File: src/rtl/maze_ctrl_if.sv
// Maze memory bus: host port, solver port and the shared memory port.
// The slave side is the controller. The master side is the host/solver/memory environment.
interface maze_ctrl_if #(
   parameter int maze_width = 6
);
   logic                  host_req;
   logic [maze_width-1:0] host_row;
   logic [maze_width-1:0] host_col;
   logic                  host_oe;
   logic                  host_we;
   logic                  host_gnt;

   logic [maze_width-1:0] solver_row;
   logic [maze_width-1:0] solver_col;
   logic                  solver_oe;
   logic                  solver_we;
   logic                  solver_done;
   logic                  solver_run;

   logic [maze_width-1:0] mem_row;
   logic [maze_width-1:0] mem_col;
   logic                  mem_oe;
   logic                  mem_we;

   modport master (
      output host_req, host_row, host_col, host_oe, host_we,
      input  host_gnt,
      output solver_row, solver_col, solver_oe, solver_we, solver_done,
      input  solver_run,
      input  mem_row, mem_col, mem_oe, mem_we
   );

   modport slave (
      input  host_req, host_row, host_col, host_oe, host_we,
      output host_gnt,
      input  solver_row, solver_col, solver_oe, solver_we, solver_done,
      output solver_run,
      output mem_row, mem_col, mem_oe, mem_we
   );
endinterface

File: src/rtl/maze_ctrl.sv
// Maze solve controller: arbitrates the maze memory between host and solver,
// and times each solve run against a cycle budget.
module maze_ctrl #(
   parameter int                     maze_width    = 6,
   parameter int                     count_width   = 16,
   parameter logic [count_width-1:0] timeout_limit = 16'hFFFF
) (
   input  logic                   clk,
   input  logic                   rst_n,
   maze_ctrl_if.slave             bus,
   input  logic                   start,
   input  logic                   abort,
   output logic                   busy,
   output logic                   solved,
   output logic                   timeout,
   output logic [count_width-1:0] cycle_count
);
   typedef enum logic [2:0] {IDLE, HOST, ARM, RUN, FINISH} state_t;

   state_t                 state_q, state_d;
   logic [count_width-1:0] count_q;
   logic                   solved_q, timeout_q;
   logic                   at_limit;
   logic                   gnt, run;
   logic [maze_width-1:0]  row_mux, col_mux;
   logic                   oe_mux, we_mux;

   assign at_limit = (count_q == timeout_limit);

   always_ff @(posedge clk or negedge rst_n) begin
      if (!rst_n) state_q <= IDLE;
      else        state_q <= state_d;
   end

   // Outputs decode only the registered state, so reset clears them without a clock edge.
   always_comb begin
      state_d = state_q;
      gnt     = 1'b0;
      run     = 1'b0;
      row_mux = '0;
      col_mux = '0;
      oe_mux  = 1'b0;
      we_mux  = 1'b0;
      case (state_q)
         IDLE: begin
            if (bus.host_req)  state_d = HOST;
            else if (start)    state_d = ARM;
         end
         HOST: begin
            gnt     = 1'b1;
            row_mux = bus.host_row;
            col_mux = bus.host_col;
            oe_mux  = bus.host_oe;
            we_mux  = bus.host_we;
            if (!bus.host_req) state_d = IDLE;
         end
         ARM: state_d = RUN;
         RUN: begin
            run     = 1'b1;
            row_mux = bus.solver_row;
            col_mux = bus.solver_col;
            oe_mux  = bus.solver_oe;
            we_mux  = bus.solver_we;
            if (bus.solver_done || at_limit || abort) state_d = FINISH;
         end
         FINISH:  state_d = IDLE;
         default: state_d = IDLE;
      endcase
   end

   // The final RUN cycle still counts; saturation keeps a timed-out solve at the limit.
   always_ff @(posedge clk or negedge rst_n) begin
      if (!rst_n) begin
         count_q   <= '0;
         solved_q  <= 1'b0;
         timeout_q <= 1'b0;
      end else if (state_q == ARM) begin
         count_q   <= '0;
         solved_q  <= 1'b0;
         timeout_q <= 1'b0;
      end else if (state_q == RUN) begin
         if (!at_limit)            count_q   <= count_q + 1'b1;
         if (bus.solver_done)      solved_q  <= 1'b1;
         else if (at_limit)        timeout_q <= 1'b1;
      end
   end

   assign bus.host_gnt   = gnt;
   assign bus.solver_run = run;
   assign bus.mem_row    = row_mux;
   assign bus.mem_col    = col_mux;
   assign bus.mem_oe     = oe_mux;
   assign bus.mem_we     = we_mux;
   assign busy           = (state_q != IDLE);
   assign solved         = solved_q;
   assign timeout        = timeout_q;
   assign cycle_count    = count_q;
endmodule

File: src/flat_wrapper.sv
// flat-port wrapper written by rule: the top's interface ports become plain ports
module maze_ctrl_flat 
#(
   parameter int                     maze_width    = 6,
   parameter int                     count_width   = 16,
   parameter logic [count_width-1:0] timeout_limit = 16'hFFFF
)
  (clk, rst_n, start, abort, busy, solved, timeout, cycle_count, bus_host_req, bus_host_row, bus_host_col, bus_host_oe, bus_host_we, bus_host_gnt, bus_solver_row, bus_solver_col, bus_solver_oe, bus_solver_we, bus_solver_done, bus_solver_run, bus_mem_row, bus_mem_col, bus_mem_oe, bus_mem_we);
  maze_ctrl_if #(.maze_width(maze_width)) bus_i ();
  input  logic clk;
  input  logic rst_n;
  input  logic start;
  input  logic abort;
  output logic busy;
  output logic solved;
  output logic timeout;
  output logic [count_width-1:0] cycle_count;
  input wire logic [$bits(bus_i.host_req)-1:0] bus_host_req;
  input wire logic [$bits(bus_i.host_row)-1:0] bus_host_row;
  input wire logic [$bits(bus_i.host_col)-1:0] bus_host_col;
  input wire logic [$bits(bus_i.host_oe)-1:0] bus_host_oe;
  input wire logic [$bits(bus_i.host_we)-1:0] bus_host_we;
  output wire logic [$bits(bus_i.host_gnt)-1:0] bus_host_gnt;
  input wire logic [$bits(bus_i.solver_row)-1:0] bus_solver_row;
  input wire logic [$bits(bus_i.solver_col)-1:0] bus_solver_col;
  input wire logic [$bits(bus_i.solver_oe)-1:0] bus_solver_oe;
  input wire logic [$bits(bus_i.solver_we)-1:0] bus_solver_we;
  input wire logic [$bits(bus_i.solver_done)-1:0] bus_solver_done;
  output wire logic [$bits(bus_i.solver_run)-1:0] bus_solver_run;
  output wire logic [$bits(bus_i.mem_row)-1:0] bus_mem_row;
  output wire logic [$bits(bus_i.mem_col)-1:0] bus_mem_col;
  output wire logic [$bits(bus_i.mem_oe)-1:0] bus_mem_oe;
  output wire logic [$bits(bus_i.mem_we)-1:0] bus_mem_we;
  assign bus_i.host_req = bus_host_req;
  assign bus_i.host_row = bus_host_row;
  assign bus_i.host_col = bus_host_col;
  assign bus_i.host_oe = bus_host_oe;
  assign bus_i.host_we = bus_host_we;
  assign bus_host_gnt = bus_i.host_gnt;
  assign bus_i.solver_row = bus_solver_row;
  assign bus_i.solver_col = bus_solver_col;
  assign bus_i.solver_oe = bus_solver_oe;
  assign bus_i.solver_we = bus_solver_we;
  assign bus_i.solver_done = bus_solver_done;
  assign bus_solver_run = bus_i.solver_run;
  assign bus_mem_row = bus_i.mem_row;
  assign bus_mem_col = bus_i.mem_col;
  assign bus_mem_oe = bus_i.mem_oe;
  assign bus_mem_we = bus_i.mem_we;
  maze_ctrl #(.maze_width(maze_width), .count_width(count_width), .timeout_limit(timeout_limit)) u_core (.clk(clk), .rst_n(rst_n), .bus(bus_i), .start(start), .abort(abort), .busy(busy), .solved(solved), .timeout(timeout), .cycle_count(cycle_count));
endmodule
File: config.mk
export PLATFORM = sky130hd
export DESIGN_NAME = maze_ctrl_flat
export DESIGN_NICKNAME = d
export VERILOG_FILES = /design/src/rtl/maze_ctrl_if.sv /design/src/rtl/maze_ctrl.sv /design/src/flat_wrapper.sv
export SDC_FILE = /design/constraint.sdc
export NUM_CORES = 1
export LEC_CHECK = 0
export CAP_MARGIN = 20
export CORE_UTILIZATION = 42
export DETAILED_ROUTE_END_ITERATION = 8
export GPL_TIMING_DRIVEN = 0
export HOLD_SLACK_MARGIN = 0.03
export PLACE_DENSITY = 0.85
export SYNTH_ARGS = -nofsm -noshare
export SYNTH_HDL_FRONTEND = slang
export SYNTH_SLANG_ARGS = --single-unit
File: constraint.sdc
create_clock -name clk -period 2.9 [get_ports clk]
set_input_delay 0.58 -clock clk [delete_from_list [all_inputs] [get_ports clk]]
set_output_delay 0.58 -clock clk [all_outputs]
set_load 0.1 [all_outputs]
[Word level (Yosys, flattened, before mapping)]
Index checks and enable logic that the tools add are counted.
W data, S select, Z words.
Word-level totals
  flip-flop bits (word level): 21
  logic and storage cells: 46
  output and inout port bits: 35
Operators by class
  equal/unequal tests: 9
  add/sub/neg operators: 1
  muxes and demuxes: 21
  reductions and logical operators: 11
Operators with widths (number)
  $mux W16: 3
  $pmux W6 S2: 2
  $add A16 B1 Y16 const B: 1
  $eq A16 B16 Y1 const B: 1
  $mux W3: 4
  $pmux W3 S4: 1
  $mux W1: 9
  $eq A3 B2 Y1 const B: 2
  $reduce_and A3 Y1: 2
  $reduce_bool A2 Y1: 3
  $ne A2 B1 Y1 const B: 2
  $ne A2 B2 Y1 const B: 2
  $pmux W1 S2: 2
  $reduce_and A2 Y1: 2
  $eq A3 B1 Y1 const B: 1
  $logic_not A3 Y1: 1
  $ne A3 B3 Y1 const B: 1
  $reduce_bool A3 Y1: 1
  $logic_or A1 B1 Y1: 2

[Logic depth before layout (Yosys ltp)]
Gate-level depths: netlist (run 1).
  word-level depth: 5
  mapped depth: 6
  depth with buffers taken out: 5

[Worst setup path before layout (run 1)]
OpenSTA, ideal clock, no wires.
  kind: register to output
  start: register u_core.state_q[1]
  end: output bus_mem_col[0]
  arrival time: 2.714 ns
  path slack: -0.394 ns
  cell stages (with the launch flop): 4
  buffers on the path: 1
  required time: 2.320 ns
  cell sequence: dfrtp_1 -> nor3b_2 -> clkbuf_1 -> a22o_1
On the way
  cells in the longest elaborated chain, start to end: 2
  elaborated cells between the ends (all ways): 3
  those cells by class: 2 x eq/ne; 1 x mux
Ends and longest elaborated chain
  start: declaration: RTL line maze_ctrl.sv:20  | state_t state_q, state_d;
  start signal: assignment: RTL line maze_ctrl.sv:32  | else state_q <= state_d;
  $eq A3 B2 Y1 / $eq A3 B1 Y1 (equally long branches): RTL line maze_ctrl.sv:44  | case (state_q)
  $pmux W6 S2 (*): RTL line maze_ctrl.sv:44
  end: declaration: RTL line flat_wrapper.sv:31  | output wire logic [$bits(bus_i.mem_col)-1:0] bus_mem_col;
Mark *: on every way between the ends. The rest lies on a longest branch, timed or not.

[Final worst setup path (run 1)]
  start: register u_core.state_q[1]
  end: output busy
On the way
  cells in the longest elaborated chain, start to end: 1
Ends and longest elaborated chain
  $reduce_bool A3 Y1: RTL line maze_ctrl.sv:94  | assign busy = (state_q != IDLE);
  end: declaration: RTL line flat_wrapper.sv:14  | output logic busy;
No other way between the ends.

==> metrics.txt, run 1 <==
IO Count 69; Max-slew headroom 34.1%; synth top area cells dfrtp_1 (40%), a22o_1 (9.4%), or3_1 (5.3%), a21oi_1 (4.2%), a21oi_2 (3.3%); vias 1367; Core Util, Final 71.4%; metal3 WL 266 um; Met2 Routed Length 1940 um; Worst Path Max Fanout 6; # rows 19; count of final setup violators 0; wire per inst 15.8 um; Layout Nets 239; Initial Util 45.9%; Final Cycle Share 93.9%; violated checks design-rule violations; type of the worst min-delay path reg -> reg; Finished Layout Cells 234; maxcap violations 0; wl on met1 1470 um; first-pass GRT wire length 6180 um; WHS 0.509 ns; antenna violations before repair 0; GPL Wtd Cong 0.818; Hold Path Origin u_core.timeout; Post-synth top flop dfrtp_1; most frequent cells in the layout clkdlybuf4s50_1 (52), dfrtp_1 (21), or3_1 (11), a21oi_1 (11), clkbuf_4 (10); Ys Warns 0; Core ar. 2850 um2; Max Slew Vio Count 0; antenna diode count 0; Seq cells post-synth 21; status finished, violations left; crit-path max cell delay 0.98 ns; Die H 57.8 um; count of cell types in the netlist 38; vias in the first global route 1371; synthesized area 1310 um2; DP HPWL 2970 um; max layer used met4; # DRC 2; Die X 57.8 um; reg2reg start u_core.cycle_count[0]; Worst Hold End u_core.timeout; Worst Hold Path Cells 1; Skew-Pair Late Insertion Delay 0.30 ns; reg2reg end u_core.cycle_count[1]; Gate Count Post-Synth 132; Synth async-reset ratio 100%; Max H-tree Level 1; Worst Path Arrival 2.14 ns; post-synth top area share 40.2%; CP Class reg -> out; IO Port Bufs 68; required time worst endpoint 2.32 ns; Synth area leader dfrtp_1; Final Cell Area 2040 um2; worst clock skew 0.00250 ns; Achievable Freq 367 MHz; GR Overflow Total 0; GRT Util Overall 23.8%; Layout Area Growth over Synthesis 55.6%; Max VDD drop 950 uV; routed vias/inst 5.84; Tmin final 2.72 ns; die area 3340 um2; CP Capture Type primary output; Routed Wire Length 3700 um; synthesized net count 167; Post-DRT Antenna Nets 0; First-pass DRT Iterations 6; Pwr Density 1140 nW/um2; Starting DRT DRC Count 48; CTS tree yes; maximum clock insertion buffer count 2; DP Area 2040 um2; share of layout cells above drive strength 1 22.7%; Post-synth EDFFs 0; most common cell after layout, fill and taps aside clkdlybuf4s50_1; RSZ-0062 raised after global routing no; Clock Tree Root clkbuf_4; endpoints failing hold 0; r2r setup slk 0.84 ns; Seq/Total Area, Yosys 40.2%; cts bufs inserted 3; Clock Sinks 21; Leakage 0.832 nW; Mapped Avg Cell Area 9.91 um2; CTS clk-pin slew, worst paths 0.12 ns; Reg2Reg Depth 6; Least-Margin Pin Slew 0.986 ns; worst-path cell chain or3_1, clkdlybuf4s50_1; startpoint types flop; Post-Place Cells 231; total power 2.32 mW; # hold bufs at CTS 0; largest net degree at the start of global routing 22; critical path's slowest cell clkdlybuf4s50_1
==> layer usage <==
metal / vias up / global-route usage, %
met5: - / 0
met4: 0 / 7.48
met3: 2 / 3.79
met2: 67 / 42.0
met1: 637 / 29.5
li1: 661 / -
==> registers in the layout, summed over array words and instances (netlist names) <==
name                count
u_core.solved           1
u_core.timeout          1
u_core.cycle_count     16
u_core.state_q          3
==> worst max-delay path: cells and delay by family (launching register included) <==
family / cells / cell delay [ns]
AND/OR/NAND/NOR: 1 / 0.40
flip-flops: 1 / 0.46
buffers and inverters: 1 / 0.98
==> through the flow <==
step                      worst slack (ns)  setup TNS (ns)
after global placement              -0.320           -2.94
after floorplan                      0.128               0
final                                0.178               0
after detailed placement            -0.357           -3.55
after global routing                0.0500               0
after CTS                           0.0197               0
==> power breakdown <==
group | internal, mW | switching, mW | total (mW)
combinational | 0.422 | 1.35 | 1.77
sequential | 0.339 | 0.0632 | 0.402
clock | 0.0535 | 0.0892 | 0.143
==> synthesized netlist by cell type, types with 2 or more instances <==
library cell and number:
nor2_1 5, buf_2 3, or3_1 11, buf_6 2
a21oi_2 5, o21ai_0 3, and4_1 2, o21ai_1 7
nand2_1 6, nand3_1 4, a21oi_1 11, clkbuf_1 2
and3_1 2, nand4_2 2, dfrtp_1 21, nor2b_1 2
o31ai_1 4, a22o_1 14, nand4_1 4, or4_1 4
==> worst max path at each step <==
| stage | from | endpoint | slack (ns) |
|---|---|---|---|
| 2_1_floorplan | u_core.state_q[1] | bus_mem_col[5] | 0.13 |
| 3_3_place_gp | u_core.state_q[2] | bus_mem_we | -0.32 |
| 3_5_place_dp | u_core.state_q[2] | bus_mem_we | -0.36 |
| 4_1_cts | u_core.state_q[2] | bus_solver_run | 0.02 |
| 5_1_grt | u_core.state_q[2] | bus_mem_col[3] | 0.05 |
| 6_report | u_core.state_q[1] | busy | 0.18 |
==> timing repair <==
item,4_1_cts,5_1_grt
buffers inserted,0,0
endpoints found under the setup margin,16,10
pin swaps,0,0
gates resized for setup,64,11
==> cells by family after synthesis <==
logic type | synth area share, %
buf+inv | 3.73
simple gates | 26.1
flops | 40.2
mux | 0.765
compound gates | 27.6
fa+ha+maj | 0.956
xor+xnor | 0.669
==> area by class of cell <==
| cell class | instances | area, um2 |
|---|---|---|
| Sequential cell | 21 | 526 |
| Multi-Input combinational cell | 103 | 744 |
| Tap cell | 31 | 38.8 |
| Clock buffer | 4 | 26.3 |
| Timing Repair Buffer | 68 | 656 |
| Inverter | 1 | 3.75 |
| Buffer | 6 | 42.5 |
| Fill cell | 225 | 816 |
No activity file was read; power rests on OpenSTA's default activity.
==> inputs of run 2 (changes only) <==
--- a/config.mk
+++ b/config.mk
@@ -6,6 +6,7 @@
 export NUM_CORES = 1
 export LEC_CHECK = 0
 export CAP_MARGIN = 20
+export CORE_MARGIN = 1
 export CORE_UTILIZATION = 42
 export DETAILED_ROUTE_END_ITERATION = 8
 export GPL_TIMING_DRIVEN = 0
==> results of run 2 <==
No change in the layout: final DEF, timing and power equal those of run 1.
==> inputs of run 3 (changes only) <==
--- a/config.mk
+++ b/config.mk
@@ -7,11 +7,12 @@
 export LEC_CHECK = 0
 export CAP_MARGIN = 20
 export CORE_MARGIN = 1
-export CORE_UTILIZATION = 42
+export CORE_UTILIZATION = 60
 export DETAILED_ROUTE_END_ITERATION = 8
+export DONT_BUFFER_PORTS = 1
 export GPL_TIMING_DRIVEN = 0
 export HOLD_SLACK_MARGIN = 0.03
-export PLACE_DENSITY = 0.85
+export PLACE_DENSITY = 0.76
 export SYNTH_ARGS = -nofsm -noshare
 export SYNTH_HDL_FRONTEND = slang
 export SYNTH_SLANG_ARGS = --single-unit
==> run 3 against run 2 <==
Against the previous run:
- the run now ends clean
- non-clock buffer count decreased by 65
- die area decreased by 29%
- critical path type unchanged
- final area decreased by 26%
- routed wire length decreased by 9.4%
- clock-buffer cell count unchanged
- worst setup slack got worse by 0.087 ns
- fmax decreased by 3.1%
- clock skew increased by 0.0046 ns
- critical endpoint is now bus_mem_row[0]
- flip-flop and latch count unchanged
==> metrics.txt, run 3 (synthesis gave the netlist of run 1 again) <==
status complete, no violations; GR Overflow Total 0 (unchanged); DP HPWL 2340 um (-21%); startpoint types flop; critical path's slowest cell dfrtp_1; Top delay family on crit path buffers and inverters; endpoints failing hold 0 (unchanged); DP Area 1350 um2 (-34%); CP Class reg -> out; setup bufs post-CTS 0 (unchanged); CP Capture Type primary output; wire per inst 20.3 um (+28%); Final Cell Area 1500 um2 (-26%); worst clock skew 0.00709 ns (+0.00460 ns); antenna violations before repair 0 (unchanged); # rows 16 (-3); Clock Sinks 21 (unchanged); CTS tree yes; crit-path max cell delay 0.45 ns (-0.53 ns); most common cell after layout, fill and taps aside dfrtp_1; share of layout cells above drive strength 1 26.8% (+4.2 points); Max-slew headroom 28.7% (-5.3 points); GPL Wtd Cong 0.787 (-3.8%); worst-path cell chain and2b_4, and2_1, clkbuf_1, buf_6, a22o_4; IO Count 69 (unchanged); most frequent cells in the layout dfrtp_1 (21), or3_1 (11), a21oi_1 (11); antenna diode count 0 (unchanged); Die X 48.7 um (-16%); vias in the first global route 1133 (-17%); Max Slew Vio Count 0 (unchanged); CTS clk-pin slew, worst paths 0.12 ns (about the same); type of the worst min-delay path in -> reg; die area 2370 um2 (-29%); Tmin final 2.81 ns (+0.0868 ns); Skew-Pair Late Insertion Delay 0.31 ns (about the same); RSZ-0062 raised after global routing no; cts bufs inserted 3 (unchanged); Max H-tree Level 1 (unchanged); Worst Path Arrival 2.23 ns (+0.09 ns); Clock Tree Root clkbuf_4; Achievable Freq 356 MHz (-3.1%); final setup TNS 0 ns (unchanged); count of final setup violators 0 (unchanged); Starting DRT DRC Count 19 (-60%); max reg flops 16 (unchanged); Die H 48.7 um (-16%); largest net degree at the start of global routing 22 (unchanged); Core ar. 2000 um2 (-30%); # DRC 0 (-2); IO Port Bufs 0 (-100%); Final Cycle Share 96.9% (+3.0 points); Layout Area Growth over Synthesis 14.7%; required time worst endpoint 2.32 ns (about the same); routed vias/inst 7.16 (+23%); Post-DRT Antenna Nets 0 (unchanged); WHS 0.391 ns (-0.117 ns); CP Buf/Inv Count 2 (+1); First-pass DRT Iterations 4 (-2); Layout Nets 174 (-27%); maxcap violations 0 (unchanged); Worst Path Max Fanout 10 (+4); Initial Util 65.4% (+19 points); Routed Wire Length 3350 um (-9.4%); GRT Util Overall 29.1% (+5.3 points); first-pass GRT wire length 5260 um (-15%); maximum clock insertion buffer count 2 (unchanged); Least-Margin Pin Slew 1.07 ns (+0.0830 ns); vias 1181 (-14%)
[run 3: worst paths after layout]
| check | slack, ns | to | cells past startpoint | from |
|---|---|---|---|---|
| setup / recovery | 0.09 | bus_mem_row[0] | 5 | u_core.state_q[2] |
| hold / removal | 0.39 | u_core.state_q[0] | 1 | bus_host_req |
| max in group asynchronous | 1.99 | u_core.cycle_count[4] | 2 | rst_n |
| hold reg to reg | 0.55 | u_core.state_q[1] | 1 | u_core.state_q[2] |
| min in group asynchronous | 0.55 | u_core.cycle_count[5] | 1 | rst_n |
| setup reg to reg | 0.14 | u_core.cycle_count[1] | 6 | u_core.cycle_count[0] |
[run 3: area by class of cell]
class	count	area, um2
multi-input combinational	103	820
tap	27	33.8
inverter	1	3.75
timing repair buffer	2	37.5
sequential	21	526
clock buffer	4	26.3
fill	150	500
buffer	7	55.1
[run 3: metrics by stage]
step,setup slack [ns],utilization (%),cells
floorplan,0.128,-,132
global placement,0.00163,67.6,159
detailed placement,-0.0450,67.6,159
CTS,-0.0903,70.5,164
global route,0.0125,75.0,165
finish,0.0910,75.0,165
[run 3: worst register-to-register path: cells and delay by family, from the launching register on]
kind                       cells  cell delay (ns)
DFF                            1             1.02
muxes                          1             0.23
and+or+nand+nor                2             0.20
buffers and inverters          1             0.23
AOI/OAI and AO/OA              1             0.63
adders and majority gates      1             0.37
[run 3: timing repair]
action	4_1_cts	5_1_grt
gates resized for setup	5	13
setup endpoints to repair	9	14
hold buffers	1	0
pin swaps	0	0
hold endpoints to repair	21	0
[run 3: per-layer routing]
metal	track usage (%)	wire length, um	vias up
li1	-	-	530
met1	32.4	1270	577
met2	53.5	1740	63
met3	5.97	237	11
met4	11.3	104	0
met5	0	0	-
Power of run 3 is left out: the tool's default activity adds up to more than one toggle a clock period on the data nets, which glitch-free logic cannot reach.
